## src/rtl/da_rom_sequencer.sv

```systemverilog
// Bit-serial distributed-arithmetic sequencer for one DCT output term.
// Walks four signed samples LSB-first, addressing a symmetric coefficient ROM and shift-accumulating.
module da_rom_sequencer #(
    parameter int DATA_W = 16,
    parameter int COEF_W = 16,
    parameter int ACC_W  = DATA_W + COEF_W + 2
) (
    input  logic              clk,
    input  logic              rst_n,
    input  logic              in_valid,
    output logic              in_ready,
    input  logic [DATA_W-1:0] x0,
    input  logic [DATA_W-1:0] x1,
    input  logic [DATA_W-1:0] x2,
    input  logic [DATA_W-1:0] x3,
    input  logic [ACC_W-1:0]  offset,
    output logic              rom_cs,
    output logic [2:0]        rom_addr,
    input  logic [16:0]       rom_data,
    output logic              out_valid,
    input  logic              out_ready,
    output logic [ACC_W-1:0]  y,
    output logic              busy
);

    typedef enum logic [1:0] {
        IDLE = 2'd0,
        RUN  = 2'd1,
        DONE = 2'd2
    } state_t;

    localparam int JW = (DATA_W > 1) ? $clog2(DATA_W) : 1;
    localparam logic [JW-1:0] J_LAST = JW'(DATA_W - 1);

    state_t                   state_reg;
    logic [JW-1:0]            j_reg;
    logic signed [ACC_W-1:0]  acc_reg;
    logic                     in_ready_reg;
    logic                     out_valid_reg;
    logic                     busy_reg;
    logic                     rom_cs_reg;

    logic [DATA_W-1:0]        x_in [4];
    logic [3:0]               lsb;
    logic                     load;
    logic                     shift_en;

    assign x_in[0] = x0;
    assign x_in[1] = x1;
    assign x_in[2] = x2;
    assign x_in[3] = x3;

    assign load     = (state_reg == IDLE) && in_valid;
    assign shift_en = (state_reg == RUN);

    // One shift register per sample lane; bit 0 is the bit being processed this cycle.
    genvar gi;
    generate
        for (gi = 0; gi < 4; gi++) begin : g_lane
            logic [DATA_W-1:0] sreg_reg;

            always_ff @(posedge clk or negedge rst_n) begin
                if (!rst_n) begin
                    sreg_reg <= '0;
                end else if (load) begin
                    sreg_reg <= x_in[gi];
                end else if (shift_en) begin
                    sreg_reg <= sreg_reg >> 1;
                end
            end

            assign lsb[gi] = sreg_reg[0];
        end
    endgenerate

    // Bits of the ROM bus above the coefficient width carry no information.
    generate
        if (COEF_W < 17) begin : g_rom_hi
            logic unused_rom_hi;
            assign unused_rom_hi = ^rom_data[16:COEF_W];
        end
    endgenerate

    // Symmetric ROM: the address is taken relative to x0's bit, which then selects the sign.
    logic signed [ACC_W-1:0] coef_ext;
    logic signed [ACC_W-1:0] term;
    logic signed [ACC_W-1:0] term_shift;
    logic signed [ACC_W-1:0] acc_next;

    assign coef_ext   = ACC_W'($signed(rom_data[COEF_W-1:0]));
    assign term       = lsb[0] ? -coef_ext : coef_ext;
    assign term_shift = term <<< j_reg;
    assign acc_next   = (j_reg == J_LAST) ? (acc_reg - term_shift) : (acc_reg + term_shift);

    always_ff @(posedge clk or negedge rst_n) begin
        if (!rst_n) begin
            state_reg     <= IDLE;
            j_reg         <= '0;
            acc_reg       <= '0;
            in_ready_reg  <= 1'b1;
            out_valid_reg <= 1'b0;
            busy_reg      <= 1'b0;
            rom_cs_reg    <= 1'b0;
        end else begin
            case (state_reg)
                IDLE: begin
                    if (in_valid) begin
                        state_reg    <= RUN;
                        acc_reg      <= offset;
                        j_reg        <= '0;
                        in_ready_reg <= 1'b0;
                        busy_reg     <= 1'b1;
                        rom_cs_reg   <= 1'b1;
                    end
                end
                RUN: begin
                    acc_reg <= acc_next;
                    j_reg   <= j_reg + 1'b1;
                    if (j_reg == J_LAST) begin
                        state_reg     <= DONE;
                        rom_cs_reg    <= 1'b0;
                        out_valid_reg <= 1'b1;
                    end
                end
                DONE: begin
                    if (out_ready) begin
                        state_reg     <= IDLE;
                        out_valid_reg <= 1'b0;
                        busy_reg      <= 1'b0;
                        in_ready_reg  <= 1'b1;
                    end
                end
                default: begin
                    state_reg     <= IDLE;
                    in_ready_reg  <= 1'b1;
                    out_valid_reg <= 1'b0;
                    busy_reg      <= 1'b0;
                    rom_cs_reg    <= 1'b0;
                end
            endcase
        end
    end

    assign in_ready  = in_ready_reg;
    assign out_valid = out_valid_reg;
    assign busy      = busy_reg;
    assign rom_cs    = rom_cs_reg;
    assign rom_addr  = rom_cs_reg ? {lsb[1] ^ lsb[0], lsb[2] ^ lsb[0], lsb[3] ^ lsb[0]} : 3'b000;
    assign y         = acc_reg;

endmodule

```

## config.mk

```make
export PLATFORM = sky130hd
export DESIGN_NAME = da_rom_sequencer
export DESIGN_NICKNAME = d
export VERILOG_FILES = /design/src/rtl/da_rom_sequencer.sv
export SDC_FILE = /design/constraint.sdc
export NUM_CORES = 1
export LEC_CHECK = 0
export BUFFER_PORTS_ARGS = -buffer_cell sky130_fd_sc_hd__buf_2
export CAP_MARGIN = 10
export CORE_MARGIN = 3
export CORE_UTILIZATION = 34
export DETAILED_ROUTE_END_ITERATION = 12
export PLACE_DENSITY_LB_ADDON = 0.05
export SLEW_MARGIN = 30
export SYNTH_ARGS = -nofsm -noshare
export SYNTH_HDL_FRONTEND = slang
export SYNTH_SLANG_ARGS = --single-unit
```

## constraint.sdc

```tcl
create_clock -name clk -period 17 [get_ports clk]
set_input_delay 0.85 -clock clk [delete_from_list [all_inputs] [get_ports clk]]
set_output_delay 0.85 -clock clk [all_outputs]
set_load 0.005 [all_outputs]
```

==> results.toml <==
[outcome]
status = "finished, final reports clean"

[logic_synthesis]
synthesis.nets = 1373
synth_xor_area_share_pct = 6.56
muxShareOfSynthArea_pct = 4.46
synth_top_area_share_pct = 28.4
synthesis.area_sq_mm = 0.00942
synth_edf_count = 0
yosysWarnings = 0
syn_inst = 1215
synth_fa_ha_area_share_pct = 5.26
ys_dominant_reg_cell = "dfrtp_1"
synth_area_leaders = "dfrtp_1 28%, nand2_1 10%, a22oi_1 5.5%, ha_1 5.0%, xor2_1 3.8%"
yosysSeqAreaShare_pct = 28.7
synth-seq-cells = 108
synth_compound_area_share_pct = 26.6
synthArstFlopShare_pct = 100
post_synth_and_or_nand_nor_area_fraction_pct = 23.8
avgSynthCellArea_sq_um = 7.75
netlist.top_cell.by_area = "dfrtp_1"
synthDistinctLibCells = 85
synth_top_family_by_area = "compound AO/OA/AOI/OAI gates"

[timing]
max_freq_mhz = 128
max_slew_margin_pct = 34.3
rsz0062_at_grt = "no"
fin_crit_ns = 7.80
tns_ns = 0
timing.final.crit_share_pct = 45.9
skew_ns = 0.00995
tightest_slew_ns = 0.961
finalSetupViolations = 0
drv_slew = 0
fin_ws_ns = 9.20
timing_hold_violations_final = 0

[cts]
post_cts_buffers = 0
cts.sinks = 108
hold_buffers = 0
htreeDepth = 3
post_cts_resized = 0
clock_path_buffers = 2
numCtsBuffers = 9
path_clk_slew_ns = 0.08
cts_tree = "done"
clk_latency_ns = 0.36
cts-root-buf = "clkbuf_16"

[finish]
area_growth_pct = 14.3
final_cell_mix = "259 x nand2_1, 157 x buf_2, 106 x dfrtp_1"
drive_above_1_share_pct = 17.8
final_nets = 1467
final_common_cell = "nand2_1"
largest_reg_flops = 64
utilization_pct = 39.7
instances_no_fill = 1687

[route]
drt-total-wl_mm = 30.8
routed_via_density = 5.52
drc = 0
drt-wirelength-per-cell_um = 18.3
ant_nets = 0
drtIter0Drc = 609
via_count = 9318
first_pass_iters = 5

[grt]
grt_pass1_wl_mm = 48.7
track_usage_pct = 20.5
antenna_found_initial = 8
grt_max_degree = 72
grt-ovfl-total = 0
grt_pass1_vias = 8756

[floorplanning]
rows = 60
die_x_um = 172
initial_core_util_pct = 34.8
ios = 160
coreArea_sq_mm = 0.0271
die_h_um = 172
die_area_sq_mm = 0.0297

[setup_path]
cp_max_fo = 11
worstPathRequired_ns = 17.22
r2r_setup_slack_ns = 9.67
worstSetupEndpointType = "register"
crit_arrival_ns = 8.03
path_class = "input pin to register"
critPathLaunchType = "input pin"

[job]
maxCapViolations = 0

[min_path]
hold_path.class = "register to register"

[place]
gp_congestion = 0.933
dp.cells = 1670
io_buffer_count = 158
post-place-ws_ns = 8.85
dp_hpwl_mm = 22.1
path summary, 6_finish.rpt:
| path | from | endpoint | cells past startpoint |
|---|---|---|---|
| setup / recovery | rom_data[0] | y[32] | 23 |
| hold / removal | g_lane[1].sreg_reg[2] | g_lane[1].sreg_reg[2] | 2 |
| setup reg to reg | j_reg[1] | y[32] | 20 |
| hold reg to reg | g_lane[1].sreg_reg[2] | g_lane[1].sreg_reg[2] | 2 |
| max in group asynchronous | rst_n | g_lane[1].sreg_reg[14] | 2 |
| min in group asynchronous | rst_n | j_reg[3] | 1 |
per-stage QoR:
step / hold WS [ns] / area, sq um
after floorplan: 0.446 / 9420
after global placement: 0.458 / 10500
after detailed placement: 0.462 / 10500
after CTS: 0.484 / 10800
after global routing: 0.500 / 10800
final: 0.480 / 10800
Yosys cell counts (6+ instances only):
library cell,n
nor2_1,79
o31ai_1,10
o21a_1,10
or2_2,8
o211ai_1,11
nor2b_1,10
dfrtp_1,107
o21ai_0,54
buf_1,15
nor4_1,11
xor2_1,41
a21o_1,23
nand2_1,259
mux2i_1,24
inv_1,18
a22oi_1,69
a21oi_1,55
mux2_2,10
a211o_1,9
nor3_1,29
nand2b_1,12
ha_1,38
or3_1,6
clkbuf_1,70
o22ai_1,7
nand3_1,30
or4_1,6
a211oi_1,14
and3_1,14
a31oi_1,22
xnor2_1,27
area by class of cell:
| type | instances | area (sq um) |
|---|---|---|
| Fill cell | 2899 | 16300 |
| Multi-Input combinational cell | 995 | 6310 |
| Sequential cell | 108 | 2710 |
| Timing Repair Buffer | 175 | 921 |
| Tap cell | 372 | 465 |
| Clock buffer | 10 | 229 |
| Inverter | 20 | 75.1 |
| Clock inverter | 6 | 57.6 |
| Antenna cell | 1 | 2.50 |
critical path, cell delays in order:
cell       delay, ns
buf_2           0.18
inv_1           0.08
ha_1            0.21
or3b_2          0.61
o21ai_1         0.25
xor2_1          0.37
o32ai_1         0.18
o32ai_1         0.52
o311ai_1        0.27
or4_1           0.66
o31a_1          0.30
xnor2_1         0.14
ha_1            0.35
a21o_1          0.18
a21o_1          0.16
a21o_1          0.18
o41a_1          0.49
a2111oi_0       0.90
o221ai_1        0.31
nor3_1          0.29
o21bai_1        0.11
mux2i_1         0.12
a2111oi_0       0.29
layer usage:
layer	global-route usage, %	routed length, um
met1	28.5	14500
met5	0	65
met2	32.5	14000
met4	3.89	331
met3	5.10	1920
cells by family after synthesis:
family / Yosys count
adders and majority gates: 39
AOI/OAI and AO/OA: 358
xor gates and xnor gates: 69
DFF: 108
buffers and inverters: 112
and+or+nand+nor: 492
muxes: 37
Power is not shown: default switching activity piles up to over one toggle a cycle in this logic, so the estimate is an artifact.
